<file path="config.mk">
export PLATFORM = sky130hd
export DESIGN_NAME = axi_stream_read_fifo
export DESIGN_NICKNAME = d
export VERILOG_FILES = /design/src/rtl/axis_read_pkg.sv /design/src/rtl/axis_sync_fifo_mem.sv /design/src/rtl/axi_stream_read_fifo.sv
export SDC_FILE = /design/constraint.sdc
export NUM_CORES = 1
export LEC_CHECK = 0
export ABC_AREA = 1
export BUFFER_PORTS_ARGS = -buffer_cell sky130_fd_sc_hd__buf_4
export CAP_MARGIN = 20
export CORE_UTILIZATION = 49
export CTS_BUF_LIST = sky130_fd_sc_hd__clkbuf_16
export CTS_CLUSTER_DIAMETER = 200
export DETAILED_ROUTE_END_ITERATION = 8
export PLACE_DENSITY = 0.69
export SYNTH_ARGS = -nofsm -noshare
export SYNTH_HDL_FRONTEND = slang
export SYNTH_SLANG_ARGS = --single-unit
</file>
<file path="constraint.sdc">
create_clock -name i_clk -period 4.4 [get_ports i_clk]
set_input_delay 0.88 -clock i_clk [delete_from_list [all_inputs] [get_ports i_clk]]
set_output_delay 0.88 -clock i_clk [all_outputs]
set_load 0.1 [all_outputs]
</file>
<file path="src/rtl/axis_read_pkg.sv">
// Shared widths for the AXI-Stream read FIFO.
// Pointer width and stored-entry width helpers.
package axis_read_pkg;

  function automatic int ptr_w(input int depth_log2);
    return depth_log2 + 1;
  endfunction

  // One extra bit stores TLAST next to the data.
  function automatic int entry_w(input int bus_width);
    return bus_width + 1;
  endfunction

endpackage

</file>
<file path="src/rtl/axis_sync_fifo_mem.sv">
// FIFO storage: synchronous write, asynchronous read.
// Not reset; contents are only observed through valid pointers.
module axis_sync_fifo_mem #(
  parameter int WIDTH      = 17,
  parameter int DEPTH_LOG2 = 2
) (
  input  logic                  clk_i,
  input  logic                  we_i,
  input  logic [DEPTH_LOG2-1:0] waddr_i,
  input  logic [WIDTH-1:0]      wdata_i,
  input  logic [DEPTH_LOG2-1:0] raddr_i,
  output logic [WIDTH-1:0]      rdata_o
);

  logic [WIDTH-1:0] mem_q [2**DEPTH_LOG2];

  always_ff @(posedge clk_i) begin
    if (we_i) mem_q[waddr_i] <= wdata_i;
  end

  assign rdata_o = mem_q[raddr_i];

endmodule

</file>
<file path="src/rtl/axi_stream_read_fifo.sv">
// AXI-Stream slave buffering beats in a FWFT FIFO.
// Holds pointers, flags, registered tready and frame_done pulse.
module axi_stream_read_fifo
  import axis_read_pkg::*;
#(
  parameter int BUS_WIDTH  = 16,
  parameter int DEPTH_LOG2 = 2
) (
  input  logic                  i_clk,
  input  logic                  i_aresetn,
  input  logic                  i_tvalid,
  output logic                  o_tready,
  input  logic [BUS_WIDTH-1:0]  i_data_bus,
  input  logic                  i_tlast,
  output logic [BUS_WIDTH-1:0]  o_transmitted_data,
  output logic                  o_tlast,
  output logic                  o_enable,
  input  logic                  i_rd_en,
  output logic [DEPTH_LOG2:0]   o_count,
  output logic                  o_frame_done
);

  localparam int PW = ptr_w(DEPTH_LOG2);
  localparam int EW = entry_w(BUS_WIDTH);
  localparam logic [PW-1:0] DEPTH_C = PW'(2**DEPTH_LOG2);

  logic [PW-1:0] wr_ptr_q, wr_ptr_d;
  logic [PW-1:0] rd_ptr_q, rd_ptr_d;
  logic [PW-1:0] count, count_d;
  logic          tready_q, tready_d;
  logic          done_q, done_d;
  logic          empty, push, pop;
  logic [EW-1:0] head;

  assign count = wr_ptr_q - rd_ptr_q;
  assign empty = (wr_ptr_q == rd_ptr_q);
  assign push  = i_tvalid && tready_q;
  assign pop   = !empty && i_rd_en;

  always_comb begin
    wr_ptr_d = wr_ptr_q + PW'(push);
    rd_ptr_d = rd_ptr_q + PW'(pop);
    count_d  = count + PW'(push) - PW'(pop);
    tready_d = (count_d < DEPTH_C);
    done_d   = pop && head[EW-1];
  end

  always_ff @(posedge i_clk or negedge i_aresetn) begin
    if (!i_aresetn) begin
      wr_ptr_q <= '0;
      rd_ptr_q <= '0;
      tready_q <= 1'b0;
      done_q   <= 1'b0;
    end else begin
      wr_ptr_q <= wr_ptr_d;
      rd_ptr_q <= rd_ptr_d;
      tready_q <= tready_d;
      done_q   <= done_d;
    end
  end

  axis_sync_fifo_mem #(
    .WIDTH      (EW),
    .DEPTH_LOG2 (DEPTH_LOG2)
  ) u_mem (
    .clk_i   (i_clk),
    .we_i    (push),
    .waddr_i (wr_ptr_q[DEPTH_LOG2-1:0]),
    .wdata_i ({i_tlast, i_data_bus}),
    .raddr_i (rd_ptr_q[DEPTH_LOG2-1:0]),
    .rdata_o (head)
  );

  assign o_tready           = tready_q;
  assign o_enable           = !empty;
  assign o_count            = count;
  assign o_transmitted_data = head[BUS_WIDTH-1:0];
  assign o_tlast            = head[EW-1];
  assign o_frame_done       = done_q;

endmodule

</file>
==> metrics.yaml <==
met2_usage: 0.295
grt_pass1_wl_um: 8560
avgSynthCellArea_sq_um: 13.7
cts_setup_buffers: 0
clkTransAtPathRegs_ns: 0.05
ios: 44
wire_per_inst_um: 15.6
top_usage_layer: "met2"
ys_seq_area_frac: 0.745
reg2reg_depth: 14
async_flop_share: 0.105
antenna_found_initial: 0
die_w_um: 80.4
cts_resized: 0
syn_area_sq_um: 3010
finalSetupViolCount: 0
timing.final.hold_violations: 0
stdcell_count: 350
routabilityCongestion: 0.699
tns_ns: 0
wl_um: 5460
synthTopCellsByArea: "edfxtp_1, dfrtp_1, o21ai_0"
critPathRequiredTime_ns: 3.52
timing.rr.start: "rd_ptr_q[1]$_DFF_PN0_"
drc: 0
place_area_sq_um: 3420
grt_pass1_vias: 1775
htreeDepth: 3
first_pass_iters: 4
synth_cells: 220
grt_max_degree: 35
final_area_sq_um: 3700
synth-seq-cells: 76
drtIter0Drc: 125
maxSlewViolCount: 0
cts_tree: "done"
yosysTopAreaCell: "edfxtp_1"
crit_type: "reg -> out"
cts-root-buf: "clkbuf_16"
yosysMostFrequentCell: "edfxtp_1"
synth_fp_nets: 250
grt_util_met3: 0.0511
dr_total_vias: 1818
dp_cells: 334
rows: 28
cp_max_fo: 20
drive_above_1_share: 0.247
max_cap_violations: 0
area_growth_syn_to_layout_pct: 23.1
use_met1: 0.240
synth_ff_type: "edfxtp_1"
start_util: 0.508
yosysTopAreaCellShare: 0.679
core_sq_um: 5920
rrSetupSlack_ns: 1.69
dpl.hpwl_um: 3300
r2r_end: "o_tready$_DFF_PN0_"
fmax_mhz: 324
synth_cell_type_count: 19
seqCellArea_sq_um: 2240
numCtsBuffers: 9
track_usage: 0.189
cts.sinks: 76
tightestPinTransition_ns: 0.721
start_kind: "flip-flop"
overflow: 0
status: "completed"
crit_start: "rd_ptr_q[1]$_DFF_PN0_"
viasPerCell: 5.19
multi_input_area_sq_um: 668
fin_crit_sh: 0.701
arrival_ns: 2.21
die_area_sq_um: 6460
synth_edf_count: 68
portBuffers: 43
rsz0062_at_grt: "no"
clk_latency_ns: 0.32
ant_nets: 0
ys_warn_count: 0
slew_headroom: 0.519
fin_nets: 300
cts_buffer_depth: 2
synth.top_cells.by_count: "edfxtp_1, nor2_1, o21ai_0"
end_kind: "output pin"
hp-class: "in -> async"
fp.dieH_um: 80.4
fin_skew_ns: 0.00211
diodes: 0
fin_crit_ns: 3.09
cts-hold-fix-buffers: 0
nFillCells: 461
-- worst max-delay path by stage --
stage | to | cells past startpoint
5_1_grt | o_enable | 4
6_report | o_enable | 4
2_1_floorplan | o_transmitted_data[3] | 5
4_1_cts | o_enable | 4
3_3_place_gp | o_enable | 4
3_5_place_dp | o_enable | 4
-- per-layer routing --
metal / wire, um / part of all wire
met1: 2470 / 0.45
met2: 2660 / 0.49
met3: 204 / 0.037
met4: 119 / 0.022
met5: 0 / 0
-- placed cells by master, fill, tap and decap left out --
| master | instances |
|---|---|
| a21oi_2 | 1 |
| buf_4 | 48 |
| bufinv_16 | 1 |
| clkbuf_16 | 9 |
| clkinv_1 | 2 |
| clkinv_2 | 2 |
| clkinvlp_4 | 1 |
| dfrtp_1 | 8 |
| edfxtp_1 | 68 |
| fa_1 | 1 |
| ha_1 | 8 |
| inv_1 | 13 |
| inv_2 | 1 |
| inv_4 | 1 |
| nand2_1 | 14 |
| nand3_1 | 4 |
| nor2_1 | 37 |
| nor3_2 | 4 |
| o21ai_0 | 28 |
| o21ai_1 | 6 |
| o22ai_1 | 16 |
| xor2_1 | 2 |
-- sequential cells by signal, summed over array words and instances, names as in the netlist --
register,flops
rd_ptr_q,3
o_tready,1
u_mem.mem_q,68
wr_ptr_q,3
o_frame_done,1
-- metrics by stage --
step / setup slack (ns) / hold WS (ns) / utilization
floorplan: 1.22 / 0.463 / -
global placement: 1.70 / 0.493 / 0.578
detailed placement: 1.67 / 0.489 / 0.578
CTS: 1.31 / 0.358 / 0.626
global route: 1.18 / 0.355 / 0.626
finish: 1.31 / 0.364 / 0.626
-- cells by family (layout without fill, tap and decap cells) --
kind of cell	count (synthesis)	count (layout)	synth area share
fa+ha+maj	9	9	0.0399
simple gates	59	59	0.0769
buf+inv	23	78	0.0395
flops	76	76	0.745
xor+xnor	2	2	0.00582
compound gates	51	51	0.0927
-- area by class of cell --
cell class / instances / share of cell area
sequential: 76 / 0.605
clock inverter: 7 / 0.0159
clock buffer: 9 / 0.0608
inverter: 14 / 0.0149
timing repair buffer: 48 / 0.0973
tap: 75 / 0.0253
multi-input combinational: 121 / 0.180
-- critical path: stages, from the launching register on --
cell and delay (ns):
dfrtp_1 0.80, inv_2 0.31, ha_1 0.37, nand3_1 0.10, buf_4 0.30
Power is left out: the tool's default activity adds up to more than one toggle a clock period on the data nets, which glitch-free logic cannot reach.
